File: src/rtl/gray_ctrl_pkg.sv
`default_nettype none
// ============================================================================
// Module  : gray_ctrl_pkg
// Brief   : Shared op encodings, FSM state type and Gray conversion helper
//           for the Gray-code sequencer.
// Revision: 1.0 - initial release
// ============================================================================
package gray_ctrl_pkg;

    localparam logic [1:0] OP_NOP  = 2'b00;
    localparam logic [1:0] OP_LOAD = 2'b01;
    localparam logic [1:0] OP_UP   = 2'b10;
    localparam logic [1:0] OP_DOWN = 2'b11;

    typedef enum logic [0:0] {
        ST_IDLE = 1'b0,
        ST_RUN  = 1'b1
    } state_t;

    // Operates on a 32-bit container; callers cast to their own width.
    function automatic logic [31:0] bin2gray(input logic [31:0] bin);
        return bin ^ (bin >> 1);
    endfunction

endpackage
`default_nettype wire

File: src/rtl/gray_updown_cntr.sv
`default_nettype none
// ============================================================================
// Module  : gray_updown_cntr
// Brief   : Registered up/down binary counter with same-edge Gray output and
//           a registered wrap pulse.
// Revision: 1.0 - initial release
// ============================================================================
module gray_updown_cntr
    import gray_ctrl_pkg::*;
#(
    parameter int WIDTH = 4
) (
    input  logic             clk,
    input  logic             rst,
    input  logic             load,
    input  logic [WIDTH-1:0] load_val,
    input  logic             en,
    input  logic             dir,
    output logic [WIDTH-1:0] bin,
    output logic [WIDTH-1:0] gray,
    output logic             wrap
);

    logic [WIDTH-1:0] bin_d,  bin_q;
    logic [WIDTH-1:0] gray_d, gray_q;
    logic             wrap_d, wrap_q;

    // Gray is derived from the next binary value so both registers move together.
    always_comb begin
        bin_d  = bin_q;
        wrap_d = 1'b0;
        if (load) begin
            bin_d = load_val;
        end else if (en) begin
            if (dir) begin
                bin_d  = bin_q + WIDTH'(1);
                wrap_d = (bin_q == {WIDTH{1'b1}});
            end else begin
                bin_d  = bin_q - WIDTH'(1);
                wrap_d = (bin_q == '0);
            end
        end
        gray_d = WIDTH'(bin2gray(32'(bin_d)));
    end

    always_ff @(posedge clk) begin
        if (rst) begin
            bin_q  <= '0;
            gray_q <= '0;
            wrap_q <= 1'b0;
        end else begin
            bin_q  <= bin_d;
            gray_q <= gray_d;
            wrap_q <= wrap_d;
        end
    end

    assign bin  = bin_q;
    assign gray = gray_q;
    assign wrap = wrap_q;

endmodule
`default_nettype wire

File: src/rtl/gray_seq_ctrl.sv
`default_nettype none
// ============================================================================
// Module  : gray_seq_ctrl
// Brief   : Command-driven sequencer (LOAD / UP n / DOWN n) around an up/down
//           Gray-code counter, with done and wrap pulses.
// Revision: 1.0 - initial release
// ============================================================================
module gray_seq_ctrl
    import gray_ctrl_pkg::*;
#(
    parameter int WIDTH = 4,
    parameter int CNT_W = 8
) (
    input  logic             clk,
    input  logic             rst,
    input  logic             cmd_valid,
    output logic             cmd_ready,
    input  logic [1:0]       cmd_op,
    input  logic [CNT_W-1:0] cmd_arg,
    input  logic             pause,
    output logic [WIDTH-1:0] bin_value,
    output logic [WIDTH-1:0] gray_value,
    output logic             busy,
    output logic             done,
    output logic             wrap
);

    state_t           state_d, state_q;
    logic [CNT_W-1:0] remaining_d, remaining_q;
    logic             dir_d, dir_q;
    logic             busy_d, busy_q;
    logic             done_d, done_q;

    logic             w_accept;
    logic             w_load;
    logic             w_en;

    assign cmd_ready = (state_q == ST_IDLE);
    assign w_accept  = cmd_valid & cmd_ready;

    always_comb begin
        state_d     = state_q;
        remaining_d = remaining_q;
        dir_d       = dir_q;
        busy_d      = busy_q;
        done_d      = 1'b0;
        w_load      = 1'b0;
        w_en        = 1'b0;
        case (state_q)
            ST_IDLE: begin
                if (w_accept) begin
                    case (cmd_op)
                        OP_LOAD: begin
                            w_load = 1'b1;
                            done_d = 1'b1;
                        end
                        OP_UP, OP_DOWN: begin
                            dir_d = (cmd_op == OP_UP);
                            if (cmd_arg == '0) begin
                                done_d = 1'b1;
                            end else begin
                                remaining_d = cmd_arg;
                                busy_d      = 1'b1;
                                state_d     = ST_RUN;
                            end
                        end
                        default: ;
                    endcase
                end
            end
            ST_RUN: begin
                // A paused sequence holds everything; the counter's wrap self-clears.
                if (!pause) begin
                    w_en        = 1'b1;
                    remaining_d = remaining_q - CNT_W'(1);
                    if (remaining_q == CNT_W'(1)) begin
                        state_d = ST_IDLE;
                        busy_d  = 1'b0;
                        done_d  = 1'b1;
                    end
                end
            end
            default: state_d = ST_IDLE;
        endcase
    end

    always_ff @(posedge clk) begin
        if (rst) begin
            state_q     <= ST_IDLE;
            remaining_q <= '0;
            dir_q       <= 1'b0;
            busy_q      <= 1'b0;
            done_q      <= 1'b0;
        end else begin
            state_q     <= state_d;
            remaining_q <= remaining_d;
            dir_q       <= dir_d;
            busy_q      <= busy_d;
            done_q      <= done_d;
        end
    end

    gray_updown_cntr #(
        .WIDTH (WIDTH)
    ) u_cntr (
        .clk      (clk),
        .rst      (rst),
        .load     (w_load),
        .load_val (cmd_arg[WIDTH-1:0]),
        .en       (w_en),
        .dir      (dir_q),
        .bin      (bin_value),
        .gray     (gray_value),
        .wrap     (wrap)
    );

    assign busy = busy_q;
    assign done = done_q;

endmodule
`default_nettype wire

File: config.mk
export PLATFORM = sky130hd
export DESIGN_NAME = gray_seq_ctrl
export DESIGN_NICKNAME = d
export VERILOG_FILES = /design/src/rtl/gray_ctrl_pkg.sv /design/src/rtl/gray_updown_cntr.sv /design/src/rtl/gray_seq_ctrl.sv
export SDC_FILE = /design/constraint.sdc
export NUM_CORES = 1
export LEC_CHECK = 0
export CAP_MARGIN = 40
export CORE_ASPECT_RATIO = 0.8
export CORE_MARGIN = 2
export CORE_UTILIZATION = 50
export DETAILED_ROUTE_END_ITERATION = 8
export PLACE_DENSITY_LB_ADDON = 0.1
export SLEW_MARGIN = 10
export SYNTH_ARGS = -nofsm -noshare
export SYNTH_HDL_FRONTEND = slang
export SYNTH_SLANG_ARGS = --single-unit
export TNS_END_PERCENT = 20
File: constraint.sdc
create_clock -name clk -period 2.8 [get_ports clk]
set_input_delay 0.56 -clock clk [delete_from_list [all_inputs] [get_ports clk]]
set_output_delay 0.56 -clock clk [all_outputs]
set_load 0.02 [all_outputs]
; ---- After elaboration in Yosys (flattened, before gate mapping)
; Cells that the tools add are included.
[op_classes]
eq_ne = 10
muxes = 32
n_bitwise = 4
n_addsub = 3
reduce_logical = 7
[ops]
columns = operator, n
row1 = $mux W8, 4
row2 = $mux W1, 20
row3 = $pmux W8 S2, 1
row4 = $mux W4, 3
row5 = $eq A8 B1 Y1 const B, 1
row6 = $logic_not A8 Y1, 1
row7 = $pmux W1 S2, 4
row8 = $sub A8 B1 Y8 const B, 1
row9 = $ne A2 B1 Y1 const B, 3
row10 = $reduce_and A5 Y1, 1
row11 = $add A4 B1 Y4 const B, 1
row12 = $eq A2 B2 Y1 const B, 2
row13 = $eq A4 B4 Y1 const B, 1
row14 = $logic_not A4 Y1, 1
row15 = $ne A2 B2 Y1 const B, 2
row16 = $reduce_and A4 Y1, 1
row17 = $sub A4 B1 Y4 const B, 1
row18 = $xor A4 B3 Y4, 1
row19 = $reduce_and A3 Y1, 1
row20 = $reduce_or A3 Y1, 1
row21 = $eq A2 B1 Y1 const B, 1
row22 = $not A1 Y1, 2
row23 = $reduce_or A2 Y1, 1
row24 = $and A1 B1 Y1, 1
[word_totals]
register_bits = 21
inputBits = 14
out_inout_bits = 12
wordCells = 64

; ---- Logic depth before layout (Yosys ltp)
[logic_depth]
depth_word = 6
ltp_mapped = 7
ltp_nobuf = 7

; ---- Modules after synthesis
; Synthesis repeated with hierarchy kept, for this count alone.
[hier_totals]
hier_cells = 142
hier_area_um2 = 1237.4
[by_module_without_submodules]
columns = module, area_per_inst_um2, seq_area_each_um2, cells_per_inst, n_inst
row1 = gray_seq_ctrl, 748.2, 240.2, 89, 1
row2 = gray_updown_cntr, 489.2, 160.2, 53, 1

; ---- Least setup slack after synthesis
; Ideal clock, no wire load.
[synth_timing]
kind = register -> register
from = reg dir_q
to = reg u_cntr.gray_q[2] (netlist: u_cntr.gray[2])
path_stages_with_launch = 8
setup_time_ns = 0.122
synth_period_minus_slack_ns = 1.995
slack_ns = 0.805
arrival_time_ns = 1.873
n_path_buf = 0
cell_sequence = dfxtp_1 inv_1 ha_1 a21oi_1 a2111oi_1 nor4_4 a21oi_1 nor3b_2
[synth_via]
elab_chain_len = 4
[synth_lines]
columns = item, line
row1 = "start, declared", gray_seq_ctrl.sv:30  ; logic dir_d, dir_q;
row2 = "start signal, assigned", gray_seq_ctrl.sv:97  ; dir_q <= dir_d;
row3 = $mux W4, gray_updown_cntr.sv:35  ; if (dir) begin
row4 = $mux W4, gray_updown_cntr.sv:34  ; end else if (en) begin
row5 = $mux W4, gray_updown_cntr.sv:32  ; if (load) begin
row6 = $xor A4 B3 Y4, gray_ctrl_pkg.sv:22  ; return bin ^ (bin >> 1);
row7 = "end signal, assigned", gray_updown_cntr.sv:53  ; gray_q <= gray_d;
row8 = "end, declared", gray_updown_cntr.sv:25  ; logic [WIDTH-1:0] gray_d, gray_q;
; No other way between the ends.
; A chain may end at the register's enable or synchronous reset.

; ---- Worst setup path after layout
; Same ends and word-level chain as after synthesis.

==> results.ini <==
[job]
drv_cap=0

[detailed_routing]
wl_um=2950
firstDrtPassIters=4
num_vias=1151
post_drt_via_cell_ratio=5.59
routedWlPerCell_um=14.3
drc_errors=0
postRouteAntennaNets=0
drt_iter0_markers=59

[synthesis]
syn-num-nets=167
yosys.area.top_type=dfxtp_1
synthArstFlopShare_pct=0
synth_top_cell_area_share_pct=30.1
avgSynthCellArea_sq_um=9.00
ys_types=48
synthCells=148
synth_warnings=0
postSynthRegisterBits=20
ys.flop_type=dfxtp_1
synth_area_sq_um=1330
synth_edf_count=0
synth.yosys.seq_area_share_pct=30.1
ys_top_cells_by_area=dfxtp_1 30%, o21ai_2 5.3%, a21oi_1 4.9%

[global_route]
grt_max_degree=21
grt.overflow.total=0
antenna_found_initial=0
grt_pass1_vias=1111
grtUsageMet3_pct=4.64
busiest_layer=met2
use_met2_pct=34.7
grt.total_usage_pct=22.0
use_met1_pct=30.7
grt_pass1_wl_um=5150

[setup_path]
endpoint_kind=flop
cp_slowest_cell=a2111oi_1
path_cells=inv_1 > ha_1 > a21oi_1 > a2111oi_1 > nor4_4 > a21oi_1 > nor3b_2
crit_path_start_kind=flop
cpMostUsedCell=a21oi_1
crit_required_ns=2.98
cpPeakStageDelay_ns=0.66
cp.arrival_ns=2.47
crit_type=reg2reg
critPathMaxFanout=7

[die]
core_sq_um=2480
dieArea_sq_um=3090
initial_utilization_pct=53.6
die_h_um=50.2
core.rowCount=16
ios=26
die_w_um=61.7

[clock_tree]
cts-root-buf=clkbuf_4
clk_latency_ns=0.31
clock_sinks=20
ctsHoldBuffers=0
cts_buffer_depth=2
cts-resized-gates=0
cts_buffers=3
cts_tree=done
h-tree-depth=1
postCtsSetupRepairBufs=0
clk_pin_slew_ns=0.12

[layout]
num-nets-final=190
final_cells=206
num_antenna_cells=0
syn_to_final_growth_pct=21.1
layout_common_cells=25 x clkdlybuf4s50_1, 20 x dfxtp_1, 15 x nor2_1
fillers=241
drive_gt1_share_pct=20.0
multi_input_area_sq_um=827
final_common_cell=clkdlybuf4s50_1
seqCellArea_sq_um=400

[placement]
portBuffers=25
gp_congestion=0.826
dp_hpwl_um=2300
place_inst=202

[timing]
fin_skew_ns=0.0104
worst_hold_slack_ns=0.464
fin_crit_ns=2.30
max_slew.worst_pin.slew_ns=0.886
slew_headroom_pct=40.7
fmax_mhz=435
grt_setup_unrepaired=false
period_share_pct=82.1
slew_viol_final=0
hold_violations=0
setup_tns_ns=0
setup_violations=0

[power_and_ir_drop]
p_leak_nw=0.570
ir_drop_mv=0.250
p_per_area_nw_per_um2=507

[worst_hold_path]
holdCritPathClass=reg2reg

[status]
outcome=finished clean

[layout make-up]
cell class / count / share of cell area (%)
multi-input cells: 112 / 51.3
flip-flops and latches: 20 / 24.8
repair buffers: 26 / 16.0
well taps: 36 / 2.79
clock inverters: 1 / 1.86
inverters: 8 / 1.86
clock buffers: 3 / 1.40
[power breakdown]
| group | total, mW | switching [mW] | internal, mW |
|---|---|---|---|
| combinational | 0.245 | 0.128 | 0.117 |
| sequential | 0.338 | 0.0289 | 0.309 |
| clock | 0.236 | 0.0908 | 0.145 |
[worst max-delay path, delay by kind of cell, from the launching register on]
kind | cells | cell delay (ns)
compound gates | 3 | 0.97
flops | 1 | 0.47
fa+ha+maj | 1 | 0.39
simple gates | 2 | 0.18
buf+inv | 1 | 0.15
[synth_stat cells (2+ instances only)]
| cell type | n |
|---|---|
| o211ai_1 | 2 |
| nor4_1 | 2 |
| dfxtp_1 | 20 |
| a2111oi_1 | 2 |
| nand3_1 | 2 |
| o31a_1 | 3 |
| nor2b_1 | 5 |
| a21oi_1 | 13 |
| nor2_1 | 15 |
| clkbuf_1 | 2 |
| a21oi_2 | 6 |
| nor3_1 | 6 |
| xnor2_1 | 3 |
| or4_4 | 2 |
| mux2_2 | 2 |
| nand2_1 | 11 |
| buf_6 | 3 |
| o21ai_2 | 8 |
| ha_1 | 4 |
| inv_1 | 7 |
| o21ai_0 | 3 |
[per-layer routing]
layer	routed length, um	vias to the layer above
met5	0	-
met4	19	0
met3	147	4
met2	1390	40
met1	1390	532
li1	-	575
[worst paths after layout]
kind / start / end / slack (ns) / cells after the start
max: dir_q / u_cntr.gray[2] / 0.50 / 7
min: busy / busy / 0.46 / 2
max reg2reg: dir_q / u_cntr.gray[2] / 0.50 / 7
min reg2reg: busy / busy / 0.46 / 2
[stage by stage]
stage | utilization, % | setup WS [ns] | area [sq um] | total power, mW
2_1_floorplan | - | 0.805 | 1330 | 0.513
3_3_place_gp | 62.9 | 0.347 | 1560 | 0.580
3_5_place_dp | 62.9 | 0.270 | 1560 | 0.587
4_1_cts | 65.0 | 0.503 | 1610 | 0.826
5_1_grt | 65.0 | 0.332 | 1610 | 0.870
6_report | 65.0 | 0.503 | 1610 | 0.818
[sequential cells by signal, indices dropped and copies added, names as in the netlist]
name         cells
u_cntr.bin       4
busy             1
done             1
remaining_q      8
state_q          1
u_cntr.gray      3
dir_q            1
u_cntr.wrap      1
[logic make-up after synthesis]
family | share of synthesized area (%)
AOI/OAI and AO/OA | 23.9
adders and majority gates | 5.26
and+or+nand+nor | 26.9
muxes | 3.48
xor gates and xnor gates | 2.63
buffers and inverters | 7.80
DFF | 30.1
(Power assumes the default switching activity.)
